### src/rtl/univ_reg_pkg.sv
// univ_reg_pkg: shared mode encodings for the universal register
package univ_reg_pkg;

    localparam int MODE_W = 3;

    localparam logic [MODE_W-1:0] MODE_HOLD = 3'b000;
    localparam logic [MODE_W-1:0] MODE_LOAD = 3'b001;
    localparam logic [MODE_W-1:0] MODE_SHL  = 3'b010;
    localparam logic [MODE_W-1:0] MODE_SHR  = 3'b011;
    localparam logic [MODE_W-1:0] MODE_ROL  = 3'b100;
    localparam logic [MODE_W-1:0] MODE_ROR  = 3'b101;
    localparam logic [MODE_W-1:0] MODE_INC  = 3'b110;
    localparam logic [MODE_W-1:0] MODE_DEC  = 3'b111;

endpackage

### src/rtl/univ_reg_next.sv
// univ_reg_next: combinational next value and next carry/shift-out for every mode
module univ_reg_next
    import univ_reg_pkg::*;
#(
    parameter int WIDTH = 8
) (
    input  logic [WIDTH-1:0]  q_i,
    input  logic              cout_i,
    input  logic [WIDTH-1:0]  d_i,
    input  logic              sin_i,
    input  logic [MODE_W-1:0] mode_i,
    output logic [WIDTH-1:0]  nxt_q_o,
    output logic              nxt_cout_o
);

    logic [WIDTH:0] inc_w;
    logic [WIDTH:0] dec_w;

    // Arithmetic is done one bit wider so the top bit is the carry (INC) or borrow (DEC)
    assign inc_w = {1'b0, q_i} + {{WIDTH{1'b0}}, 1'b1};
    assign dec_w = {1'b0, q_i} - {{WIDTH{1'b0}}, 1'b1};

    // Select the per-mode result; HOLD keeps both Q and the flag
    always_comb begin
        nxt_q_o    = q_i;
        nxt_cout_o = cout_i;
        case (mode_i)
            MODE_LOAD: begin
                nxt_q_o    = d_i;
                nxt_cout_o = 1'b0;
            end
            MODE_SHL: begin
                nxt_q_o    = {q_i[WIDTH-2:0], sin_i};
                nxt_cout_o = q_i[WIDTH-1];
            end
            MODE_SHR: begin
                nxt_q_o    = {sin_i, q_i[WIDTH-1:1]};
                nxt_cout_o = q_i[0];
            end
            MODE_ROL: begin
                nxt_q_o    = {q_i[WIDTH-2:0], q_i[WIDTH-1]};
                nxt_cout_o = q_i[WIDTH-1];
            end
            MODE_ROR: begin
                nxt_q_o    = {q_i[0], q_i[WIDTH-1:1]};
                nxt_cout_o = q_i[0];
            end
            MODE_INC: begin
                nxt_q_o    = inc_w[WIDTH-1:0];
                nxt_cout_o = inc_w[WIDTH];
            end
            MODE_DEC: begin
                nxt_q_o    = dec_w[WIDTH-1:0];
                nxt_cout_o = dec_w[WIDTH];
            end
            default: begin
                nxt_q_o    = q_i;
                nxt_cout_o = cout_i;
            end
        endcase
    end

endmodule

### src/rtl/univ_reg.sv
// univ_reg: parametrised load/shift/rotate/count register with carry and zero flags
module univ_reg
    import univ_reg_pkg::*;
#(
    parameter int          WIDTH     = 8,
    parameter logic [31:0] RESET_VAL = '0
) (
    input  logic              clk,
    input  logic              rst_n,
    input  logic              en,
    input  logic [MODE_W-1:0] mode,
    input  logic [WIDTH-1:0]  D,
    input  logic              sin,
    output logic [WIDTH-1:0]  Q,
    output logic              cout,
    output logic              zero
);

    localparam logic [WIDTH-1:0] RST_Q = RESET_VAL[WIDTH-1:0];

    logic [WIDTH-1:0] q_q;
    logic [WIDTH-1:0] q_d;
    logic             cout_q;
    logic             cout_d;

    univ_reg_next #(.WIDTH(WIDTH)) u_next (
        .q_i        (q_q),
        .cout_i     (cout_q),
        .d_i        (D),
        .sin_i      (sin),
        .mode_i     (mode),
        .nxt_q_o    (q_d),
        .nxt_cout_o (cout_d)
    );

    // Reset beats everything; otherwise update only when enabled
    always_ff @(posedge clk) begin
        if (!rst_n) begin
            q_q    <= RST_Q;
            cout_q <= 1'b0;
        end else if (en) begin
            q_q    <= q_d;
            cout_q <= cout_d;
        end
    end

    assign Q    = q_q;
    assign cout = cout_q;
    assign zero = (q_q == '0);

endmodule

### config.mk
export PLATFORM = sky130hd
export DESIGN_NAME = univ_reg
export DESIGN_NICKNAME = d
export VERILOG_FILES = /design/src/rtl/univ_reg_pkg.sv /design/src/rtl/univ_reg_next.sv /design/src/rtl/univ_reg.sv
export SDC_FILE = /design/constraint.sdc
export NUM_CORES = 1
export LEC_CHECK = 0
export CAP_MARGIN = 20
export CORE_MARGIN = 2
export CORE_UTILIZATION = 44
export CTS_CLUSTER_SIZE = 24
export DETAILED_ROUTE_END_ITERATION = 10
export GPL_ROUTABILITY_DRIVEN = 0
export MAX_ROUTING_LAYER = met4
export PLACE_DENSITY = 0.79
export SETUP_SLACK_MARGIN = 0.1
export SLEW_MARGIN = 20
export SYNTH_ARGS = -nofsm -noshare
export SYNTH_HDL_FRONTEND = slang
export SYNTH_SLANG_ARGS = --single-unit
### constraint.sdc
create_clock -name clk -period 1.8 [get_ports clk]
set_clock_uncertainty 0.1 [all_clocks]
set_input_delay 0.36 -clock clk [delete_from_list [all_inputs] [get_ports clk]]
set_output_delay 0.36 -clock clk [all_outputs]
set_load 0.005 [all_outputs]
* Word level (Yosys, flattened, before mapping)
Cells that the tools add are included.
** Storage, ports and cells
- Flip-flop bits (word level) :: 9
- Bits of input ports :: 15
- Output and inout port bits :: 10
- Logic and storage cells :: 20
** Operators by class
- Add/subtract/negate cells :: 2
- Equal/unequal tests :: 7
- Mux-type cells :: 2
- Reductions and logical operators :: 7
** Operator list (count)
- $pmux W8 S7 :: 1
- $eq A3 B3 Y1 const B :: 4
- $add A8 B1 Y9 const B :: 1
- $sub A8 B1 Y9 const B :: 1
- $logic_not A8 Y1 :: 1
- $reduce_bool A7 Y1 :: 1
- $eq A3 B2 Y1 const B :: 2
- $pmux W1 S5 :: 1
- $reduce_bool A5 Y1 :: 1
- $reduce_and A2 Y1 :: 2
- $reduce_or A2 Y1 :: 2
- $eq A3 B1 Y1 const B :: 1

* Logic depth before layout (Yosys ltp)
Gate-level depths: netlist (run 1).
- Depth after elaboration :: 4
- Depth in mapped cells :: 8
- Mapped depth without buffers :: 7

* Modules after synthesis
A second synthesis (run 1) with hierarchy kept.
** Second synthesis, totals
- Cell total of the unflattened synthesis :: 162
- Area total of the unflattened synthesis :: 1198.6 sq um
** Modules (own cells, without submodules)
- univ_reg_next :: times used 1, cells an instance 131, area an instance 848.3 sq um, sequential area each 0.0 sq um
- univ_reg :: times used 1, cells an instance 31, area an instance 350.3 sq um, sequential area each 180.2 sq um

* Worst setup path before layout (run 1)
No wires, ideal clock.
- Path type :: reg2reg
- From :: register q_q[3], in the netlist Q[3]
- To :: register q_q[7], in the netlist Q[7]
- Library setup time :: 126 ps
- Arrival :: 1666 ps
- Path slack :: -92 ps
- Stages on the path, launching flop included :: 7
- Period minus slack after synthesis :: 1892 ps
- Cells stage by stage :: dfxtp_1 > buf_2 > or3_4 > or3_4 > o211a_1 > o221ai_1 > o31ai_1
** On the way
- Word-level cells in the longest chain between the ends :: 2
- Elaborated cells on any way between the ends :: 3
** Ends and longest elaborated chain
- start, declared :: RTL line univ_reg.sv:21 : logic [WIDTH-1:0] q_q;
- start signal, assigned :: RTL line univ_reg.sv:42 : q_q <= q_d;
- $sub A8 B1 Y9 or $add A8 B1 Y9 (tied branches) :: RTL line univ_reg_next.sv:21, univ_reg_next.sv:20
- $pmux W8 S7 * :: RTL line univ_reg_next.sv:27 : case (mode_i)
Mark *: on every way between the ends. The rest lies on a longest branch, timed or not.
A chain may end at the register's enable or synchronous reset.

* Worst setup path after layout (run 1)
- From :: register q_q[3], in the netlist Q[3]
- To :: output port zero
** On the way
- Word-level cells in the longest chain between the ends :: 1
** Ends and longest elaborated chain
- $logic_not A8 Y1 :: RTL line univ_reg.sv:49 : assign zero = (q_q == '0);
- end, declared :: RTL line univ_reg.sv:16 : output logic zero
Every way passes these cells.

==> impl_metrics.xml, run 1 <==
<?xml version="1.0" encoding="UTF-8"?>
<metrics>
  <group name="run_status">
    <metric name="status" unit="">finished, violations left</metric>
    <metric name="failed_checks" unit="">negative setup slack</metric>
  </group>
  <group name="floorplanning">
    <metric name="dieArea" unit="um2">2650</metric>
    <metric name="pin_count" unit="">25</metric>
    <metric name="floorplan.rows" unit="">17</metric>
    <metric name="core-area" unit="um2">2170</metric>
    <metric name="fp.dieH" unit="um">51.5</metric>
    <metric name="die_w" unit="um">51.5</metric>
    <metric name="initial_utilization" unit="%">45.7</metric>
  </group>
  <group name="setup_path">
    <metric name="worst-r2r-setup-slack" unit="ns">-0.23</metric>
    <metric name="timing.critical_path.to_type" unit="">output pin</metric>
    <metric name="critical_path.startpoint_type" unit="">flop</metric>
    <metric name="arrival" unit="ns">1.65</metric>
    <metric name="required" unit="ns">1.34</metric>
    <metric name="critical_path.max_fanout" unit="">2</metric>
    <metric name="criticalPathCategory" unit="">flop to output pin</metric>
  </group>
  <group name="power">
    <metric name="pwr-share-clk" unit="%">19.0</metric>
    <metric name="power_switching" unit="mW">0.328</metric>
    <metric name="total_power" unit="mW">0.883</metric>
    <metric name="power.static_leakage" unit="nW">0.722</metric>
    <metric name="p_seq_share" unit="%">26.3</metric>
    <metric name="sw_frac_of_total" unit="%">37.2</metric>
    <metric name="max-vdd-ir-drop" unit="mV">0.334</metric>
    <metric name="power.density_cell_area" unit="nW/um2">511</metric>
    <metric name="pwr-share-comb" unit="%">54.7</metric>
    <metric name="p_int" unit="mW">0.555</metric>
  </group>
  <group name="sta">
    <metric name="timing.final.setup_violations" unit="">4</metric>
    <metric name="timing.final.ws_setup" unit="ns">-0.305</metric>
    <metric name="final.period_utilization" unit="%">117</metric>
    <metric name="slew_worst_pin" unit="ns">0.375</metric>
    <metric name="worst_max_slew_margin_expressed_relative_to_the_limit" unit="%">74.8</metric>
    <metric name="max_clock_freq" unit="GHz">0.475</metric>
    <metric name="setup-tns-final" unit="ns">-0.704</metric>
    <metric name="min_period" unit="ns">2.11</metric>
    <metric name="rsz0062_at_grt" unit="">yes</metric>
    <metric name="hold_viol_final" unit="">0</metric>
    <metric name="maxSlewViolCount" unit="">0</metric>
  </group>
  <group name="global_route">
    <metric name="gr-usage-met2" unit="%">57.7</metric>
    <metric name="track_usage" unit="%">34.2</metric>
    <metric name="met3_capacity_usage_during_global_routing" unit="%">5.85</metric>
    <metric name="grt_max_degree" unit="">10</metric>
    <metric name="overflow" unit="">0</metric>
    <metric name="grt.busiest_layer" unit="">met2</metric>
    <metric name="grt_util_met1" unit="%">39.8</metric>
    <metric name="first_global_vias" unit="">1442</metric>
    <metric name="grt_antenna_before_repair" unit="">0</metric>
    <metric name="grt_pass1_wl" unit="um">6640</metric>
  </group>
  <group name="cts">
    <metric name="cts_hold_buffers" unit="">0</metric>
    <metric name="clkTransAtPathRegs" unit="ns">0.07</metric>
    <metric name="cts_max_path_buffers" unit="">2</metric>
    <metric name="cts.root.buffer_cell" unit="">clkbuf_4</metric>
    <metric name="tritoncts.num_buffers" unit="">3</metric>
    <metric name="tritoncts" unit="">built</metric>
    <metric name="clkSinkCount" unit="">9</metric>
    <metric name="htree_num_levels" unit="">1</metric>
    <metric name="insertion_delay" unit="ns">0.27</metric>
  </group>
  <group name="yosys">
    <metric name="synth_enable_flop_cells" unit="">0</metric>
    <metric name="yosysMostFrequentCell" unit="">nand2_1</metric>
    <metric name="synth_top_area_share" unit="%">18.2</metric>
    <metric name="ys.warnings.count" unit="">0</metric>
    <metric name="async_reset_ff_share" unit="%">0</metric>
    <metric name="postSynthRegisterBits" unit="">9</metric>
    <metric name="seq_area_frac_synth" unit="%">18.2</metric>
    <metric name="ys_dominant_reg_cell" unit="">dfxtp_1</metric>
    <metric name="syn_area" unit="um2">991</metric>
    <metric name="ys_top_cells_by_count" unit="">nand2_1 (16), o21ai_0 (12), a21oi_1 (10), dfxtp_1 (9), clkbuf_1 (7)</metric>
    <metric name="synth.lib_cells_used.distinct" unit="">44</metric>
    <metric name="syn-mean-instance-area" unit="um2">7.29</metric>
    <metric name="synth_fp_nets" unit="">153</metric>
    <metric name="yosysTopAreaCell" unit="">dfxtp_1</metric>
    <metric name="netlist_instances" unit="">136</metric>
    <metric name="synth_top_cells_by_area" unit="">dfxtp_1 (18%), o21ai_0 (6.1%), nand2_1 (6.1%)</metric>
  </group>
  <group name="drt">
    <metric name="wirelength" unit="um">4190</metric>
    <metric name="drtIter0Drc" unit="">96</metric>
    <metric name="routed-via-count" unit="">1407</metric>
    <metric name="routedWlPerCell" unit="um">18.6</metric>
    <metric name="viasPerCell" unit="">6.25</metric>
    <metric name="ant_nets" unit="">0</metric>
    <metric name="drt_pass1_iterations" unit="">5</metric>
    <metric name="route.detailed.drc" unit="">0</metric>
  </group>
  <group name="cells_and_area">
    <metric name="num_antenna_cells" unit="">0</metric>
    <metric name="area_delta_synth_final" unit="%">74.2</metric>
    <metric name="layout.cells.non_filler" unit="">225</metric>
    <metric name="post_route_cells_drive_above_1_share" unit="%">42.1</metric>
    <metric name="finalNetCount" unit="">215</metric>
    <metric name="layout.filler_cells" unit="">146</metric>
  </group>
  <group name="job">
    <metric name="max_cap_viol" unit="">0</metric>
  </group>
  <group name="place">
    <metric name="portBuffers" unit="">24</metric>
    <metric name="placed_cells" unit="">215</metric>
    <metric name="half_perimeter_wire_length_after_placement" unit="um">2620</metric>
    <metric name="place_ws" unit="ns">-0.440</metric>
  </group>
  <group name="min_path">
    <metric name="hold_path_class" unit="">flop to flop</metric>
  </group>
</metrics>
worst paths after layout:
path	startpoint	to	cells after the start
setup reg to reg	Q[3]	Q[7]	7
hold reg to reg	cout	cout	2
setup / recovery	Q[3]	zero	4
hold / removal	cout	cout	2
metal layers:
metal,wire length [um],share of wire (%),vias to the layer above
li1,-,-,629
met1,1630,39,646
met2,2000,48,108
met3,420,10,24
met4,142,3.4,0
met5,0,0,-
kinds of logic (layout without fill, tap and decap cells):
family | after synthesis | in the layout | synth area share, %
AND/OR/NAND/NOR | 46 | 46 | 25.6
adder cells (fa/ha/maj) | 2 | 2 | 2.52
flip-flops | 9 | 9 | 18.2
buffers and inverters | 18 | 79 | 8.59
multiplexers | 5 | 5 | 5.05
XOR/XNOR | 6 | 6 | 5.30
AO/OA/AOI/OAI | 50 | 50 | 34.7
power by group through the flow:
stage | Combinational (mW) | Clock [mW] | Sequential (mW)
detailed placement | 0.391 | 0 | 0.232
global route | 0.510 | 0.176 | 0.234
floorplan | 0.200 | 0 | 0.236
CTS | 0.438 | 0.165 | 0.229
global placement | 0.382 | 0 | 0.230
finish | 0.483 | 0.168 | 0.232
final cells by class:
| cell class | count | area [um2] | share of cell area (%) |
|---|---|---|---|
| multi-input cells | 109 | 856 | 49.6 |
| flip-flops and latches | 9 | 188 | 10.9 |
| clock buffers | 4 | 26.3 | 1.52 |
| well taps | 28 | 35.0 | 2.03 |
| inverters | 4 | 15.0 | 0.870 |
| repair buffers | 71 | 607 | 35.1 |
what timing repair did:
action                     CTS  global route
gates resized for setup     29            22
setup endpoints to repair   16            13
pin swaps                   10            14
cloned                       1             0
setup buffers                5             3
cells in the final DEF (no fill, tap or decap), types with 2 or more instances in the layout:
master           instances
buf_4                   39
clkdlybuf4s50_1         16
nand2_1                 15
o21ai_0                 10
a21oi_1                  9
buf_6                    7
dfxtp_2                  6
dlygate4sd2_1            6
nand3_1                  5
nor3_1                   5
mux2i_1                  5
inv_1                    4
nor2_1                   4
xor2_1                   4
dfxtp_1                  3
o31ai_2                  3
clkbuf_4                 3
or3_4                    2
or2_2                    2
nor4_4                   2
o31ai_1                  2
o211ai_1                 2
o311a_1                  2
nand3b_1                 2
nor2b_1                  2
xnor2_1                  2
buf_2                    2
stage by stage:
stage          hold WS (ns)  util (%)  cell area [um2]
2_1_floorplan         0.380         -             1000
3_3_place_gp          0.368      69.4             1510
3_5_place_dp          0.390      69.4             1510
4_1_cts               0.400      75.9             1650
5_1_grt               0.414      79.6             1730
6_report              0.400      79.6             1730
flip-flops by register name (all words and copies together), names as in the netlist:
signal and flops:
Q 8, cout 1
worst max-delay path: stages, from the launching register on:
cell and delay, ns:
dfxtp_2 0.32, or3_4 0.38, or3_4 0.36, nor3b_4 0.19
buf_2 0.14
No activity file was read; power rests on OpenSTA's default activity.
==> run 2: changes to the inputs <==
--- a/config.mk
+++ b/config.mk
@@ -12,7 +12,7 @@
 export DETAILED_ROUTE_END_ITERATION = 10
 export GPL_ROUTABILITY_DRIVEN = 0
 export MAX_ROUTING_LAYER = met4
-export PLACE_DENSITY = 0.79
+export PLACE_DENSITY = 0.76
 export SETUP_SLACK_MARGIN = 0.1
 export SLEW_MARGIN = 20
 export SYNTH_ARGS = -nofsm -noshare
==> run 2 against run 1 <==
The run still ends with negative setup slack left; worst setup slack gained 0.0073 ns; sequential share of layout area grew 0.14 points; highest routed layer unchanged; via count shrank 3.7%; count of clock-buffer cells in the layout is the same; cell area is essentially flat.
==> impl_metrics.xml, run 2 (synthesis results as in run 1) <==
<?xml version="1.0" encoding="UTF-8"?>
<metrics>
  <group name="min_path">
    <metric name="worst_min_path_start" unit="">cout</metric>
    <metric name="holdPathEnd" unit="">cout</metric>
    <metric name="worstHoldPathCells" unit="">2</metric>
    <metric name="hold_path_class" unit="">flop to flop</metric>
  </group>
  <group name="run_status">
    <metric name="failed_checks" unit="">negative setup slack</metric>
    <metric name="status" unit="">finished, violations left</metric>
  </group>
  <group name="cts">
    <metric name="insertion_delay" unit="ns">0.27</metric>
    <metric name="htree_num_levels" unit="">1</metric>
    <metric name="cts_hold_buffers" unit="">0</metric>
    <metric name="clkTransAtPathRegs" unit="ns">0.07</metric>
    <metric name="clkSinkCount" unit="">9</metric>
    <metric name="tritoncts" unit="">built</metric>
    <metric name="cts.root.buffer_cell" unit="">clkbuf_4</metric>
    <metric name="cts_max_path_buffers" unit="">2</metric>
    <metric name="tritoncts.num_buffers" unit="">3</metric>
  </group>
  <group name="cells_and_area">
    <metric name="finalNetCount" unit="">218</metric>
    <metric name="area_delta_synth_final" unit="%">74.4</metric>
    <metric name="multi_input_comb_area" unit="um2">827</metric>
    <metric name="register_area" unit="um2">190</metric>
    <metric name="post_route_cells_drive_above_1_share" unit="%">41.0</metric>
    <metric name="layout.cells.most_common_list" unit="">buf_4 (42), nand2_1 (15), clkdlybuf4s50_1 (14), a21oi_1 (10), o21ai_0 (10)</metric>
    <metric name="largest_register_ffs" unit="">8</metric>
    <metric name="layout.filler_cells" unit="">150</metric>
    <metric name="num_antenna_cells" unit="">0</metric>
    <metric name="mostFrequentLayoutCell" unit="">buf_4</metric>
  </group>
  <group name="drt">
    <metric name="wirelength" unit="um">3890</metric>
    <metric name="routed-via-count" unit="">1355</metric>
    <metric name="drtIter0Drc" unit="">67</metric>
    <metric name="route.detailed.drc" unit="">0</metric>
    <metric name="ant_nets" unit="">0</metric>
    <metric name="viasPerCell" unit="">5.94</metric>
    <metric name="routedWlPerCell" unit="um">17.0</metric>
    <metric name="drt_pass1_iterations" unit="">4</metric>
  </group>
  <group name="power">
    <metric name="power.density_cell_area" unit="nW/um2">509</metric>
    <metric name="max-vdd-ir-drop" unit="mV">0.357</metric>
    <metric name="power.static_leakage" unit="nW">0.761</metric>
  </group>
  <group name="global_route">
    <metric name="track_usage" unit="%">31.3</metric>
    <metric name="overflow" unit="">0</metric>
    <metric name="first_global_vias" unit="">1302</metric>
    <metric name="grt_antenna_before_repair" unit="">0</metric>
    <metric name="grt_max_degree" unit="">11</metric>
    <metric name="grt_pass1_wl" unit="um">6050</metric>
  </group>
  <group name="setup_path">
    <metric name="worst_r2r_path_depth" unit="">7</metric>
    <metric name="criticalPathCategory" unit="">flop to output pin</metric>
    <metric name="arrival" unit="ns">1.64</metric>
    <metric name="worst-r2r-setup-slack" unit="ns">-0.23</metric>
    <metric name="critical_path.startpoint_type" unit="">flop</metric>
    <metric name="timing.critical_path.to_type" unit="">output pin</metric>
    <metric name="worst_r2r_endpoint" unit="">Q[7]</metric>
    <metric name="rr_startpoint" unit="">Q[4]</metric>
    <metric name="critical_path.max_fanout" unit="">2</metric>
    <metric name="required" unit="ns">1.34</metric>
  </group>
  <group name="floorplanning">
    <metric name="pin_count" unit="">25</metric>
    <metric name="dieArea" unit="um2">2650</metric>
    <metric name="initial_utilization" unit="%">45.7</metric>
    <metric name="core-area" unit="um2">2170</metric>
    <metric name="fp.dieH" unit="um">51.5</metric>
    <metric name="floorplan.rows" unit="">17</metric>
    <metric name="die_w" unit="um">51.5</metric>
  </group>
  <group name="place">
    <metric name="half_perimeter_wire_length_after_placement" unit="um">2530</metric>
    <metric name="portBuffers" unit="">24</metric>
    <metric name="place_ws" unit="ns">-0.451</metric>
  </group>
  <group name="sta">
    <metric name="rsz0062_at_grt" unit="">yes</metric>
    <metric name="worst_max_slew_margin_expressed_relative_to_the_limit" unit="%">79.4</metric>
    <metric name="final.period_utilization" unit="%">117</metric>
    <metric name="slew_worst_pin" unit="ns">0.307</metric>
    <metric name="max_clock_freq" unit="GHz">0.477</metric>
    <metric name="timing.hold.ws" unit="ns">0.394</metric>
    <metric name="hold_viol_final" unit="">0</metric>
    <metric name="maxSlewViolCount" unit="">0</metric>
    <metric name="min_period" unit="ns">2.10</metric>
    <metric name="timing.final.ws_setup" unit="ns">-0.298</metric>
    <metric name="timing.final.setup_violations" unit="">4</metric>
  </group>
  <group name="job">
    <metric name="max_cap_viol" unit="">0</metric>
  </group>
</metrics>
## run 2: worst max path at each step
| stage | from | endpoint | slack, ns | cells past startpoint |
|---|---|---|---|---|
| 2_1_floorplan | Q[3] | Q[7] | -0.09 | 6 |
| 3_3_place_gp | Q[3] | zero | -0.42 | 4 |
| 3_5_place_dp | Q[3] | zero | -0.45 | 4 |
| 4_1_cts | Q[4] | zero | -0.31 | 4 |
| 5_1_grt | Q[4] | zero | -0.33 | 4 |
| 6_report | Q[4] | zero | -0.30 | 4 |
## run 2: critical path: stages, from the launching register on
cell and delay (ns):
dfxtp_2 0.32, or3_4 0.38, or3_4 0.36, nor3b_4 0.18
buf_2 0.14
## run 2: what timing repair did
item	in CTS	in global routing
pin swaps	7	12
endpoints found under the hold margin	0	0
setup endpoints to repair	15	12
gates resized for setup	27	21
gates cloned	1	0
buffers inserted	7	2
## run 2: report_power, final
group	total [mW]	internal, mW	leakage (nW)	switching [mW]
logic	0.480	0.255	0.669	0.225
registers	0.231	0.217	0.0766	0.0136
clock network	0.170	0.0858	0.0150	0.0845
## run 2: metrics by stage
step                      total power [mW]  utilization (%)  std cells  area (um2)  setup TNS, ns
final                                0.880             79.6        228        1730         -0.583
after detailed placement             0.621             69.4        215        1510          -2.59
after CTS                            0.823             75.7        227        1640         -0.473
after floorplan                      0.436                -        136        1000         -0.223
after global placement               0.612             69.4        215        1510          -2.50
after global routing                 0.918             79.6        228        1730         -0.850
## run 2: area by class of cell
class | instances | area share (%)
clock buffer | 4 | 1.52
tap | 28 | 2.03
sequential | 9 | 11.0
inverter | 4 | 0.869
multi-input combinational | 109 | 47.9
timing repair buffer | 74 | 36.7
## run 2: metal layers
layer,share of wire (%),track usage (%),vias to the layer above
li1,-,-,636
met4,2.8,11.8,0
met5,0,-,-
met1,41,37.9,635
met2,49,53.0,67
met3,7.0,3.80,17
